==> src/rtl/vga_pkg.sv <==
// Shared VGA constants, the pixel timing bundle and the bound test used by the rectangle renderer.
// Pure definitions: no logic, no latency and no flow control.
package vga_pkg;

  localparam int unsigned RECT_WIDTH      = 64;
  localparam int unsigned RECT_HEIGHT     = 64;
  localparam logic [11:0] RECT_COLOR      = 12'hF80;
  localparam logic [11:0] TRANSPARENT_KEY = 12'hF0F;
  localparam int unsigned HOR_PIXELS      = 1024;
  localparam int unsigned VER_PIXELS      = 768;

  typedef struct packed {
    logic [10:0] hcount;
    logic [10:0] vcount;
    logic        hsync;
    logic        hblnk;
    logic        vsync;
    logic        vblnk;
  } vga_timing_t;

  // 13-bit span test so that base+size can never wrap back onto the left/top of the screen.
  function automatic logic in_span(input logic [10:0] cnt, input logic [11:0] base,
                                   input logic [12:0] size);
    logic [12:0] lo;
    logic [12:0] hi;
    logic [12:0] c;
    lo = {1'b0, base};
    hi = lo + size;
    c  = {2'b00, cnt};
    return (c >= lo) && (c < hi);
  endfunction

endpackage

==> src/rtl/rect_rom.sv <==
// 64x64 12-bit rectangle image, contents built at elaboration; used only when RECT_IMAGE_EN is defined.
// One cycle read latency (registered output); accepts an address every cycle, no backpressure.
module rect_rom (
  input  logic        clk,
  input  logic [11:0] addr_i,
  output logic [11:0] data_o
);

  logic [11:0] mem [4096];
  logic [11:0] data_q;

  initial begin
    for (int i = 0; i < 4096; i++) begin
      mem[i] = {i[3:0], i[9:6], i[5:2] ^ i[11:8]};
    end
    mem[0] = vga_pkg::TRANSPARENT_KEY;
    mem[1] = 12'h123;
  end

  always_ff @(posedge clk) begin
    data_q <= mem[addr_i];
  end

  assign data_o = data_q;

endmodule

==> src/rtl/draw_rect_render.sv <==
// Overlays a frame-latched rectangle (solid, or ROM image with RECT_IMAGE_EN) on a VGA stream.
// Fixed 2-cycle latency on every output; one pixel per cycle, no backpressure.
module draw_rect_render #(
  parameter int unsigned RECT_WIDTH  = vga_pkg::RECT_WIDTH,
  parameter int unsigned RECT_HEIGHT = vga_pkg::RECT_HEIGHT,
  parameter logic [11:0] RECT_COLOR  = vga_pkg::RECT_COLOR
) (
  input  logic        clk,
  input  logic        rst,
  input  logic [10:0] hcount_in,
  input  logic [10:0] vcount_in,
  input  logic        hsync_in,
  input  logic        hblnk_in,
  input  logic        vsync_in,
  input  logic        vblnk_in,
  input  logic [11:0] rgb_in,
  input  logic [11:0] xpos,
  input  logic [11:0] ypos,
  output logic [10:0] hcount_out,
  output logic [10:0] vcount_out,
  output logic        hsync_out,
  output logic        hblnk_out,
  output logic        vsync_out,
  output logic        vblnk_out,
  output logic [11:0] rgb_out
);

  import vga_pkg::*;

  localparam logic [12:0] W13 = 13'(RECT_WIDTH);
  localparam logic [12:0] H13 = 13'(RECT_HEIGHT);

  vga_timing_t tim_in;
  vga_timing_t tim1_q;
  vga_timing_t tim2_q;

  logic        vblnk_prev_q;
  logic [11:0] x_q, x_d;
  logic [11:0] y_q, y_d;
  logic        inside_q, inside_d;
  logic [11:0] rgb1_q;
  logic [11:0] rgb_q, rgb_d;
  logic        fill_vld;
  logic [11:0] fill_dat;

  assign tim_in = '{hcount: hcount_in, vcount: vcount_in, hsync: hsync_in,
                    hblnk: hblnk_in, vsync: vsync_in, vblnk: vblnk_in};

  // Position is sampled only on the vblank rising edge so a frame is never torn.
  always_comb begin
    x_d = x_q;
    y_d = y_q;
    if (vblnk_in && !vblnk_prev_q) begin
      x_d = xpos;
      y_d = ypos;
    end
  end

  always_comb begin
    inside_d = in_span(hcount_in, x_q, W13) && in_span(vcount_in, y_q, H13) &&
               !hblnk_in && !vblnk_in;
  end

`ifdef RECT_IMAGE_EN
  logic [11:0] rom_addr_d;
  logic [11:0] rom_dat;

  // Only the low six bits of each offset matter, so subtract on those directly.
  assign rom_addr_d = {vcount_in[5:0] - y_q[5:0], hcount_in[5:0] - x_q[5:0]};

  rect_rom u_rect_rom (
    .clk    (clk),
    .addr_i (rom_addr_d),
    .data_o (rom_dat)
  );

  assign fill_vld = inside_q && (rom_dat != TRANSPARENT_KEY);
  assign fill_dat = rom_dat;
`else
  assign fill_vld = inside_q;
  assign fill_dat = RECT_COLOR;
`endif

  always_comb begin
    rgb_d = fill_vld ? fill_dat : rgb1_q;
  end

  always_ff @(posedge clk) begin
    if (rst) begin
      vblnk_prev_q <= 1'b0;
      x_q          <= '0;
      y_q          <= '0;
      tim1_q       <= '0;
      inside_q     <= 1'b0;
      rgb1_q       <= '0;
      tim2_q       <= '0;
      rgb_q        <= '0;
    end else begin
      vblnk_prev_q <= vblnk_in;
      x_q          <= x_d;
      y_q          <= y_d;
      tim1_q       <= tim_in;
      inside_q     <= inside_d;
      rgb1_q       <= rgb_in;
      tim2_q       <= tim1_q;
      rgb_q        <= rgb_d;
    end
  end

  assign hcount_out = tim2_q.hcount;
  assign vcount_out = tim2_q.vcount;
  assign hsync_out  = tim2_q.hsync;
  assign hblnk_out  = tim2_q.hblnk;
  assign vsync_out  = tim2_q.vsync;
  assign vblnk_out  = tim2_q.vblnk;
  assign rgb_out    = rgb_q;

endmodule
==> config.mk <==
export PLATFORM = sky130hd
export DESIGN_NAME = draw_rect_render
export DESIGN_NICKNAME = d
export VERILOG_FILES = /design/src/rtl/vga_pkg.sv /design/src/rtl/rect_rom.sv /design/src/rtl/draw_rect_render.sv
export SDC_FILE = /design/constraint.sdc
export NUM_CORES = 1
export LEC_CHECK = 0
export BUFFER_PORTS_ARGS = -buffer_cell sky130_fd_sc_hd__buf_2
export CAP_MARGIN = 10
export CORE_MARGIN = 2
export CORE_UTILIZATION = 49
export CTS_BUF_LIST = sky130_fd_sc_hd__clkbuf_4 sky130_fd_sc_hd__clkbuf_8
export DETAILED_ROUTE_END_ITERATION = 10
export HOLD_SLACK_MARGIN = 0.02
export PLACE_DENSITY = 0.78
export SLEW_MARGIN = 0
export SYNTH_ARGS = -nofsm -noshare
export SYNTH_HDL_FRONTEND = slang
export SYNTH_SLANG_ARGS = --single-unit
export TNS_END_PERCENT = 30
==> constraint.sdc <==
create_clock -name clk -period 1.8 [get_ports clk]
set_input_delay 0.09 -clock clk [delete_from_list [all_inputs] [get_ports clk]]
set_output_delay 0.09 -clock clk [all_outputs]
set_load 0.05 [all_outputs]
# Word-level counts from Yosys, hierarchy flattened
# Cells that the tools add are included.
totals:
  reg_bits: 101
classes:
  add_sub_neg: 2
  magnitude_cmp: 4
  mux: 1
  reduce_logical: 10
ops:
  columns: ["op", "count"]
  rows:
  - ["adder 12 x 7 -> 13 bit (second input constant)", 2]
  - ["less-than comparator 11 x 13 -> 1 bit", 2]
  - ["greater-or-equal comparator 11 x 12 -> 1 bit", 2]
  - ["2-to-1 mux 12 bit", 1]
  - ["logical AND 1 bit", 6]
  - ["zero test 1 bit", 3]
  - ["OR reduction 2 bit", 1]

# Logic depth before layout (Yosys ltp)
# Gate-level depths: netlist (run 1).
logic_depth:
  ltp_word: 6
  depth_mapped: 8
  depth_no_buf: 8

# Worst setup path before layout (run 1)
# No wires, ideal clock.
synth_path:
  path_kind: "reg2reg"
  start: "register y_q[6]"
  end: "register inside_q, in the netlist fill_vld"
  setup_ns: 0.103
  arrival_time_ns: 1.733
  slack_ns: -0.036
  path_stages_with_launch: 9
  n_path_buf: 0
  period_less_slack_ns: 1.836
  path_cell_list: "dfxtp_1 ha_1 inv_1 ha_1 a41oi_1 a21boi_0 a211oi_1 o32ai_1 a2111oi_2"
synth_via:
  elab_chain_len: 6
  word_cells_on_any_way: 7
  cone_classes: "add/sub: 1; order compare: 2; reduce/logical: 4"
synth_lines:
  columns: ["item", "line", "text"]
  rows:
  - ["start, declared", "draw_rect_render.sv:39", "logic [11:0] y_q, y_d;"]
  - ["start signal, assigned", "draw_rect_render.sv:101", "y_q <= y_d;"]
  - ["adder 12 x 7 -> 13 bit", "vga_pkg.sv:28", "hi = lo + size;"]
  - ["less-than comparator 11 x 13 -> 1 bit", "vga_pkg.sv:30", "return (c >= lo) && (c < hi);"]
  - ["logical AND 1 bit *", "vga_pkg.sv:30", null]
  - ["logical AND 1 bit * (2 in series)", "draw_rect_render.sv:60", "inside_d = in_span(hcount_in, x_q, W13) && in_span(vcount_in, y_q, H13) &&"]
  - ["logical AND 1 bit *", "draw_rect_render.sv:61", "!hblnk_in && !vblnk_in;"]
  - ["end signal, assigned", "draw_rect_render.sv:103", "inside_q <= inside_d;"]
  - ["end, declared", "draw_rect_render.sv:40", "logic inside_q, inside_d;"]
# Mark *: on every way between the ends. The rest lies on a longest branch, timed or not.
# A chain may end at the register's enable or synchronous reset.

# Worst setup path after layout (run 1)
# Ends and elaborated chain as after synthesis.

==> summary.md, run 1 <==
| Metric | Value |
|---|---|
| Status | finished with violations |
| Failing checks | negative setup slack |
| Num CTS Buffers | 9 |
| Final setup vio count | 1 |
| TritonCTS clock tree | built |
| Syn_area_per_cell | roughly 9.5 um^2 |
| Crit path launch type | flip-flop |
| Final worst slack | -148 ps |
| WL per Instance | approximately 13 um |
| RSZ-0062 raised after global routing | true |
| Rows | 32 |
| Vias in the first global route | approximately 3200 |
| Via Count | between 3000 and 4000 |
| Mapped Area | about 3900 um^2 |
| DR DRC count | 0 |
| Synthesized flop and latch total | about 100 |
| Post-DP HPWL | between 5 and 6 mm |
| Main synth FF type | dfxtp_1 |
| Antenna-violating nets left | 0 |
| Ant. Diodes | 0 |
| Gpl congestion | 0.815 |
| YS warnings | 0 |
| Asr flop ratio synth | 0% |
| Total grt overflow | 0 |
| Maximum fanout along the worst path | 5 |
| Number of port buffers | just over 100 |
| Clock buffer depth | 2 |
| Relative slew slack | 64.5% |
| Most frequent cells in the layout | 101 x buf_2, 95 x dfxtp_1, 66 x nor2b_1, 61 x dlygate4sd3_1, 52 x nand2_1 |
| NumNets Final | roughly 680 |
| Pwr Density | 817 nW/um^2 |
| Post-layout instance area | approximately 5600 um^2 |
| Area growth from synthesis to layout | 43.4% |
| Critical path data required time | about 2100 ps |
| # H-tree levels | 3 |
| Initial DRT Pass Iterations | 5 |
| Net Count, Synth | ~510 |
| DR iter-0 viols | roughly 170 |
| Root Driver | clkbuf_8 |
| Global-route wire length before repair | 13.8 mm |
| Clk slew on worst S/H paths | approximately 100 ps |
| Die Y | 93.0 um |
| Clock sinks | 101 |
| Total core area | 7690 um^2 |
| Leak | between 2 and 2.5 nW |
| Share of cells above drive strength 1 | approximately 28% |
| Slew Limit Fails | 0 |
| Setup CP Type | flip-flop to flip-flop |
| Fin. Hold Viols | 0 |
| Die area | 8650 um^2 |
| Worst EP arrival | approximately 2200 ps |
| Worst IR Drop VDD | around 0.40 mV |
| Register area share after synthesis | a little over half |
| Width of the die | approximately 93 um |
| DR vias/cell | about 4.7 |
| Post-Route Setup TNS | -148 ps |
| Fill count | around 570 |
| Initial antenna violation count | 0 |
| Crit. End Element | flip-flop |
| Hold Slack | approximately 30 ps |
| Synth Instances | 409 |
| Synth cell types | 37 |
| Routed WL | just over 9 mm |
| Tmin final | around 1900 ps |
| Dpl ws | -189 ps |
| Worst-Margin Slew | about 530 ps |
| Number of synthesized flops with an enable pin | 0 |
| Clock Skews | just over 10 ps |
| Min-delay worst type | input port to flip-flop |
| Largest net degree at the start of global routing | 58 |
| FMAX | 513 MHz |
| Boundary pin count | between 100 and 150 |
| Tcrit/Tclk final | 108% |
| Commonest non-fill, non-tap cell in the layout | buf_2 |
| Post-DP Area | between 4000 and 5000 um^2 |
| Max-cap violation count | 0 |
| GRT Overall Usage | between 20% and 30% |
| Initial Util | about 50% |
| Clk Latency, worst-skew pair | roughly 360 ps |
## sequential cells by signal (all words and copies together), names as in the netlist, 11 cells and up
signal,count
hcount_out,11
rgb1_q,12
rgb_out,12
tim1_q,25
vcount_out,11
x_q,12
y_q,12
## logic make-up (layout without fill, tap and decap cells)
group / Yosys count / count (layout) / share of synthesized area [%]
compound gates: 59 / 59 / 9.21
xor+xnor: 6 / 6 / 1.35
fa+ha+maj: 34 / 34 / 11.0
buf+inv: 43 / 225 / 4.16
flops: 101 / 101 / 52.1
mux: 1 / 1 / 0.258
simple gates: 165 / 165 / 22.0
## final timing paths
path                        start               endpoint  slack [ps]  depth (start not counted)
max           y_q[6]$_SDFFE_PP0P_    fill_vld$_SDFF_PP0_        -150                          8
min                  vcount_in[7]  tim1_q[11]$_SDFF_PP0_          30                          2
max reg2reg   y_q[6]$_SDFFE_PP0P_    fill_vld$_SDFF_PP0_        -150                          8
min reg2reg  rgb1_q[3]$_SDFF_PP0_  rgb_out[3]$_SDFF_PP0_         430                          1
## cell usage after synthesis, types with 3 or more instances
master    count  area [um^2]
nand2b_1      3         18.8
ha_1         34          425
nor2b_1      67          419
nand2_1      53          199
a21oi_1      33          165
and2_1        7         43.8
dfxtp_1     101         2020
xnor2_1       6         52.6
inv_1        27          101
nand3_1       6         30.0
nor2_1       19         71.3
a21o_1        4         30.0
clkbuf_1     15         56.3
o21ai_0       6         30.0
a211oi_1      3         22.5
## critical path, cell delays in order (launching register included)
cell       delay, ps
dfxtp_4          380
ha_4             260
inv_2             40
ha_4             220
a41oi_2          140
a21boi_1         110
a211oi_2         240
o32ai_2          110
a2111oi_2        340
## metal layers
metal / vias to the layer above / GRT usage (%) / share of wire, %
met5: - / 0 / 0
met4: 0 / 9.56 / 3.2
met3: 30 / 3.38 / 4.5
met2: 122 / 35.6 / 49
met1: 1439 / 23.4 / 43
li1: 1687 / - / -
## per-stage QoR
step           cells  util (%)  total power [mW]
2_1_floorplan    409         -              2.86
3_3_place_gp     612      59.8              3.05
3_5_place_dp     612      59.8              3.08
4_1_cts          693      71.2              4.52
5_1_grt          693      72.4              4.74
6_report         693      72.4              4.55
## power by group
| part | switching, mW | internal [mW] | total, mW | leakage, nW |
|---|---|---|---|---|
| clock network | 0.790 | 0.545 | 1.33 | 0.0939 |
| registers | 0.0418 | 2.34 | 2.38 | 0.837 |
| logic | 0.446 | 0.385 | 0.831 | 1.55 |
| total | 1.28 | 3.27 | 4.55 | 2.48 |
## area by class of cell
type	instances	area [um^2]	share of cell area, %
sequential	101	2030	36.5
multi-input combinational	265	1850	33.2
timing repair buffer	182	1270	22.8
clock buffer	10	131	2.36
tap	102	128	2.29
inverter	27	101	1.82
clock inverter	6	56.3	1.01
## timing repair
action / CTS / global route
setup endpoints to repair: 1 / 1
hold buffers: 61 / 0
buffers inserted: 4 / 0
pin swaps: 8 / 7
endpoints found under the hold margin: 61 / 0
resized for setup: 10 / 17
Note: power is estimated with default switching activity, not from simulation.
==> run 2, diff against run 1 <==
Settings changed: ABC_AREA set to 1, HOLD_SLACK_MARGIN 0.02 to 0.03, PLACE_DENSITY 0.78 to 0.77, TNS_END_PERCENT 30 to not set.
==> summary.md, run 2 <==
| Metric | Value |
|---|---|
| Syn_area_per_cell | 7.83 um^2 (was 9.50 um^2) |
| Fin. Hold Viols | 0 (unchanged) |
| Mapped Area | 4060 um^2 (was 3880 um^2) |
| Via Count | 3551 (was 3278) |
| Postcts setup bufs | 0 (was 4) |
| Max reg flops | 25 (unchanged) |
| Setup CP Type | flip-flop to flip-flop (unchanged) |
| Main synth FF type | dfxtp_1 (unchanged) |
| Rows | 33 (was 32) |
| Die Y | 95.0 um (was 93.0 um) |
| Post-DP HPWL | 6.19 mm (was 5.64 mm) |
| Inst Count DP | 715 (was 612) |
| Top cell type's share of synthesized area | 49.9% (was 52.1%) |
| TritonCTS clock tree | built (unchanged) |
| Total core area | 8130 um^2 (was 7690 um^2) |
| Post-Route Setup TNS | 0 ps (was -148 ps) |
| Clk slew on worst S/H paths | 90 ps (was 100 ps) |
| Crit. End Element | flip-flop (unchanged) |
| Final Util | 67.1% (was 72.4%) |
| Fill count | 675 (was 567) |
| Tcrit/Tclk final | 93.4% (was 108%) |
| Synth area leaders | dfxtp_1 50%, inv_1 11%, ha_1 10% (was dfxtp_1 52%, ha_1 11%, nor2b_1 11%) |
| DR iter-0 viols | 150 (was 165) |
| Critical path data required time | 2050 ps (about the same) |
| Worst IR Drop VDD | 0.373 mV (was 0.402 mV) |
| Clock buffer depth | 2 (unchanged) |
| Slew Limit Fails | 0 (unchanged) |
| Vias in the first global route | 3353 (was 3170) |
| Number of synthesized flops with an enable pin | 0 (unchanged) |
| Worst-Margin Slew | 596 ps (was 533 ps) |
| Initial DRT Pass Iterations | 5 (unchanged) |
| DR DRC count | 0 (unchanged) |
| GRT Overall Usage | 19.8% (was 20.1%) |
| Initial antenna violation count | 0 (unchanged) |
| Boundary pin count | 102 (unchanged) |
| Status | finished, final reports clean (was finished with violations) |
| Crit path launch type | flip-flop (unchanged) |
| FMAX | 595 MHz (was 513 MHz) |
| Relative slew slack | 60.2% (was 64.5%) |
| Max-cap violation count | 0 (unchanged) |
| Area growth from synthesis to layout | 34.5% (was 43.4%) |
| Pwr Density | 852 nW/um^2 (was 817 nW/um^2) |
| Clk Latency, worst-skew pair | 350 ps (was 360 ps) |
| WL per Instance | 11.0 um (was 13.1 um) |
| Ant. Diodes | 0 (unchanged) |
| Initial Util | 49.9% (was 50.5%) |
| Synth Instances | 518 (was 409) |
| Antenna-violating nets left | 0 (unchanged) |
| Worst EP arrival | 1930 ps (was 2200 ps) |
| Largest register by flop count | tim1_q (unchanged) |
| YS warnings | 0 (unchanged) |
| Die area | 9020 um^2 (was 8650 um^2) |
| Asr flop ratio synth | 0% (unchanged) |
| Register area share after synthesis | 49.9% (was 52.1%) |
| Gpl congestion | 0.830 (was 0.815) |
| Most area-hungry cell type in the Yosys netlist | dfxtp_1 (unchanged) |
| Largest net degree at the start of global routing | 43 (was 58) |
| Finished Layout Cells | 785 (was 693) |
| Share of cells above drive strength 1 | 19.7% (was 27.6%) |
| Count leader, synth | inv_1 (was dfxtp_1) |
| Most frequent cells in the layout | 116 x inv_1, 101 x buf_2, 100 x nor2_1, 98 x dfxtp_1, 54 x dlygate4sd3_1 (was 101 x buf_2, 95 x dfxtp_1, 66 x nor2b_1, 61 x dlygate4sd3_1, 52 x nand2_1) |
| Final setup vio count | 0 (was 1) |
| Clock Skews | 8.76 ps (was 10.2 ps) |
| Hold Slack | 47.0 ps (was 30.2 ps) |
| NumNets Final | 773 (was 684) |
| Routed WL | 8.61 mm (was 9.09 mm) |
| # H-tree levels | 3 (unchanged) |
| Number of port buffers | 101 (unchanged) |
| Tmin final | 1680 ps (was 1950 ps) |
| Num CTS Buffers | 9 (unchanged) |
| Root Driver | clkbuf_8 (unchanged) |
| DR vias/cell | 4.52 (was 4.73) |
| Clock sinks | 101 (unchanged) |
| Total grt overflow | 0 (unchanged) |
| Maximum fanout along the worst path | 3 (was 5) |
| Synth cell types | 22 (was 37) |
| Commonest non-fill, non-tap cell in the layout | inv_1 (was buf_2) |
| Synthesized flop and latch total | 101 (unchanged) |
| Min-delay worst type | input port to flip-flop (unchanged) |
| Global-route wire length before repair | 14.0 mm (was 13.8 mm) |
| Width of the die | 95.0 um (was 93.0 um) |
| RSZ-0062 raised after global routing | true (unchanged) |
| Net Count, Synth | 616 (was 507) |
| Total power | 4.65 mW (was 4.55 mW) |
| Leak | 2.83 nW (was 2.48 nW) |
| Post-synth top cells | 116 x inv_1, 101 x dfxtp_1, 100 x nor2_1, 52 x nand2_1, 37 x a21oi_1 (was 101 x dfxtp_1, 67 x nor2b_1, 53 x nand2_1, 34 x ha_1, 33 x a21oi_1) |
==> run 2: cell count changes after synthesis, moves of 3 or more <==
| cell | change |
|---|---|
| a21o_1 | -3 |
| o21ai_0 | +25 |
| nor2_1 | +81 |
| nand3_1 | +7 |
| clkbuf_1 | -5 |
| and2_1 | -7 |
| a211oi_1 | -3 |
| inv_1 | +89 |
| nor2b_1 | -67 |
| nand2b_1 | -3 |
| a21oi_1 | +4 |
| xnor2_1 | -4 |
| buf_2 | +5 |
==> run 2: area by class of cell <==
class | instances | area, um^2 | share of cell area (%)
clock buffer | 11 | 139 | 2.55
clock inverter | 5 | 58.8 | 1.08
inverter | 117 | 439 | 8.05
multi-input combinational | 285 | 1560 | 28.6
sequential | 101 | 2030 | 37.1
tap | 105 | 131 | 2.41
timing repair buffer | 161 | 1100 | 20.2
==> run 2: what timing repair did <==
| item | in CTS | in global routing |
|---|---|---|
| resized for setup | 0 | 11 |
| endpoints found under the hold margin | 54 | 0 |
| endpoints found under the setup margin | 0 | 1 |
| hold buffers | 54 | 0 |
==> run 2: power by group <==
group	switching, mW	internal, mW
logic	0.496	0.349
clock network	0.724	0.677
registers	0.0446	2.36
==> run 2: critical path: stages, from the launching register on <==
cell      delay (ps)
dfxtp_2          360
ha_2             190
nand2_1           70
o21ai_0          150
o21ai_0          110
ha_1             300
nand2_1           60
nand3b_1         150
nand2_1           70
inv_1             30
nand2_1           50
nor2_1            40
==> run 2: kinds of logic after synthesis <==
logic type,synth area share [%]
AOI/OAI and AO/OA,9.16
xor gates and xnor gates,0.864
adders and majority gates,10.5
buffers and inverters,12.4
DFF,49.9
and+or+nand+nor,17.2
==> run 2: worst paths after layout <==
kind / from / slack (ps) / cells past startpoint / to
worst min-delay path: xpos[7] / 50 / 3 / x_q[7]$_SDFFE_PP0P_
worst max register to register: x_q[7]$_SDFFE_PP0P_ / 120 / 11 / fill_vld$_SDFF_PP0_
worst min register to register: tim1_q[13]$_SDFF_PP0_ / 400 / 2 / vcount_out[9]$_SDFF_PP0_
worst max-delay path: x_q[7]$_SDFFE_PP0P_ / 120 / 11 / fill_vld$_SDFF_PP0_
==> run 2: stage by stage <==
stage	cell area, um^2	setup slack [ps]
final	5460	119
after detailed placement	4690	25.7
after floorplan	4060	135
after CTS	5430	9.81
after global routing	5460	-44.0
after global placement	4690	82.0
==> run 2: routing by layer <==
layer  track usage (%)  part of all wire [%]
met5                 0                     0
met2              35.5                    49
met1              23.2                    44
met4              9.54                   2.1
met3              2.63                   4.4
==> run 3, diff against run 2 <==
Settings changed: CORE_ASPECT_RATIO set to 1.1, CORE_UTILIZATION 49 to 55, PLACE_DENSITY 0.77 to 0.82.
Clock period 1.8 ns to 1.9 ns, I/O delays scaled along.
==> summary.md, run 3 (synthesized netlist as in run 2, its figures left out) <==
| Metric | Value |
|---|---|
| Slew Limit Fails | 0 (unchanged) |
| Relative slew slack | 58.4% (was 60.2%) |
| WL per Instance | 11.7 um (was 11.0 um) |
| Crit path max-delay family | simple AND/OR/NAND/NOR gates (was adder cells) |
| Initial Util | 57.2% (was 49.9%) |
| Hold Path Sink | y_q[1]$_SDFFE_PP0P_ (was x_q[7]$_SDFFE_PP0P_) |
| Largest net degree at the start of global routing | 47 (was 43) |
| Global-route wire length before repair | 14.3 mm (was 14.0 mm) |
| Total grt overflow | 0 (unchanged) |
| Final worst slack | 165 ps (was 119 ps) |
| Post-Route Setup TNS | 0 ps (unchanged) |
| Worst EP arrival | 2040 ps (was 1930 ps) |
| Critical path buffer and inverter count | 0 (was 1) |
| Clock Skews | 9.81 ps (was 8.76 ps) |
| Maximum fanout along the worst path | 4 (was 3) |
| Min-delay worst type | input port to flip-flop (unchanged) |
| Max-cap violation count | 0 (unchanged) |
| Critical path data required time | 2200 ps (was 2050 ps) |
| Postcts setup bufs | 0 (unchanged) |
| Clk slew on worst S/H paths | 100 ps (was 90 ps) |
| Max reg flops | 25 (unchanged) |
| # H-tree levels | 3 (unchanged) |
| Worst IR Drop VDD | 0.428 mV (was 0.373 mV) |
| DR vias/cell | 4.70 (was 4.52) |
| Share of cells above drive strength 1 | 19.1% (was 19.7%) |
| Final Util | 76.4% (was 67.1%) |
| Leak | 2.81 nW (was 2.83 nW) |
| RR Startpoint | y_q[6]$_SDFFE_PP0P_ (was x_q[7]$_SDFFE_PP0P_) |
| Clk Latency, worst-skew pair | 360 ps (was 350 ps) |
| Tmin final | 1740 ps (was 1680 ps) |
| Rows | 32 (was 33) |
| Die area | 8080 um^2 (was 9020 um^2) |
| Total power | 4.36 mW (was 4.65 mW) |
| Gpl congestion | 0.883 (was 0.830) |
| Setup CP Type | flip-flop to flip-flop (unchanged) |
| Crit. End Element | flip-flop (unchanged) |
| FMAX | 576 MHz (was 595 MHz) |
| Worst R2R End | fill_vld$_SDFF_PP0_ (unchanged) |
| Hold Path Cell Cnt | 3 (unchanged) |
| Worst Reg-to-Reg Cells | 11 (unchanged) |
| Crit path launch type | flip-flop (unchanged) |
| Clock buffer depth | 2 (unchanged) |
| Fin. Hold Viols | 0 (unchanged) |
| Status | finished with violations (was finished, final reports clean) |
| DR DRC count | 8 (was 0) |
| Width of the die | 85.9 um (was 95.0 um) |
| Initial DRT Pass Iterations | 10 (was 5) |
| Fill count | 502 (was 675) |
| Finished Layout Cells | 766 (was 785) |
| Antenna-violating nets left | 0 (unchanged) |
| Dpl ws | 77.8 ps (was 25.7 ps) |
| DR iter-0 viols | 158 (was 150) |
| Routed WL | 8.96 mm (was 8.61 mm) |
| Pwr Density | 806 nW/um^2 (was 852 nW/um^2) |
| Commonest non-fill, non-tap cell in the layout | inv_1 (unchanged) |
| Inst Count DP | 693 (was 715) |
| Root Driver | clkbuf_8 (unchanged) |
| Number of port buffers | 101 (unchanged) |
| Die Y | 94.1 um (was 95.0 um) |
| CP max-delay cell | dfxtp_2 (unchanged) |
| Flop-to-flop setup slack | 160 ps (was 120 ps) |
| TritonCTS clock tree | built (unchanged) |
| Clock sinks | 101 (unchanged) |
| Boundary pin count | 102 (unchanged) |
| Final setup vio count | 0 (unchanged) |
| Initial antenna violation count | 0 (unchanged) |
| Post-DP HPWL | 5.77 mm (was 6.19 mm) |
| RSZ-0062 raised after global routing | false (was true) |
| Worst-Margin Slew | 623 ps (was 596 ps) |
| Tcrit/Tclk final | 91.3% (was 93.4%) |
| Ant. Diodes | 0 (unchanged) |
| Crit path largest cell delay | 390 ps (was 360 ps) |
| Num CTS Buffers | 9 (unchanged) |
| Largest register by flop count | tim1_q (unchanged) |
| Vias in the first global route | 3372 (was 3353) |
| CP cell instances | ha_4, nand2_1, o21ai_1, o21ai_0, ha_1, a21o_1, nand3_1, nand3_1, nor2_1, nand2_1, nor2_1 (was ha_2, nand2_1, o21ai_0, o21ai_0, ha_1, nand2_1, nand3b_1, nand2_1, inv_1, nand2_1, nor2_1) |
| Failing checks | design-rule violations |
| Total core area | 7090 um^2 (was 8130 um^2) |
| GRT Overall Usage | 22.7% (was 19.8%) |
| Worst hold start | ypos[1] (was xpos[7]) |
| Most frequent cells in the layout | 116 x inv_1, 101 x buf_2, 100 x nor2_1, 98 x dfxtp_1, 57 x dlygate4sd3_1 (was 116 x inv_1, 101 x buf_2, 100 x nor2_1, 98 x dfxtp_1, 54 x dlygate4sd3_1) |
| NumNets Final | 774 (was 773) |
| Via Count | 3601 (was 3551) |
| Area growth from synthesis to layout | 33.4% (was 34.5%) |
[run 3: cell type report]
class	count	area, um^2	area share [%]
clock buffer	9	124	2.29
clock inverter	7	63.8	1.18
inverter	117	439	8.12
multi-input combinational	285	1550	28.6
sequential	101	2030	37.4
tap	85	106	1.97
timing repair buffer	162	1110	20.4
[run 3: how the worst max path moves through the flow]
stage,from,to,cells past startpoint
finish,y_q[6]$_SDFFE_PP0P_,fill_vld$_SDFF_PP0_,11
global route,x_q[7]$_SDFFE_PP0P_,fill_vld$_SDFF_PP0_,10
CTS,y_q[6]$_SDFFE_PP0P_,fill_vld$_SDFF_PP0_,11
detailed placement,y_q[6]$_SDFFE_PP0P_,fill_vld$_SDFF_PP0_,11
global placement,y_q[6]$_SDFFE_PP0P_,fill_vld$_SDFF_PP0_,11
floorplan,y_q[6]$_SDFFE_PP0P_,fill_vld$_SDFF_PP0_,11
[run 3: power breakdown]
part | internal (mW) | leakage (nW) | switching (mW)
Combinational | 0.327 | 1.88 | 0.473
Clock | 0.508 | 0.0956 | 0.779
Sequential | 2.23 | 0.837 | 0.0442
[run 3: layer usage]
| metal | wire [um] | track usage (%) | vias to the layer above |
|---|---|---|---|
| met5 | 0 | 0 | - |
| met1 | 3910 | 25.6 | 1588 |
| li1 | - | - | 1879 |
| met4 | 182 | 7.94 | 0 |
| met2 | 4450 | 41.3 | 114 |
| met3 | 413 | 5.54 | 20 |
[run 3: what timing repair did]
item / in CTS / in global routing
endpoints found under the setup margin: 0 / 1
resized for setup: 0 / 8
endpoints found under the hold margin: 57 / 0
hold buffers: 57 / 0
[run 3: tightest hold or removal path: cells and delay by family]
kind | cells | cell delay, ps
buffers and inverters | 1 | 80
AO/OA/AOI/OAI | 2 | 190
[run 3: per-stage QoR]
| step | cell area (um^2) | hold WS, ps |
|---|---|---|
| 6_report | 5410 | 33.4 |
| 5_1_grt | 5410 | 38.7 |
| 4_1_cts | 5390 | 30.7 |
| 3_5_place_dp | 4630 | 307 |
| 3_3_place_gp | 4630 | 293 |
| 2_1_floorplan | 4060 | 202 |
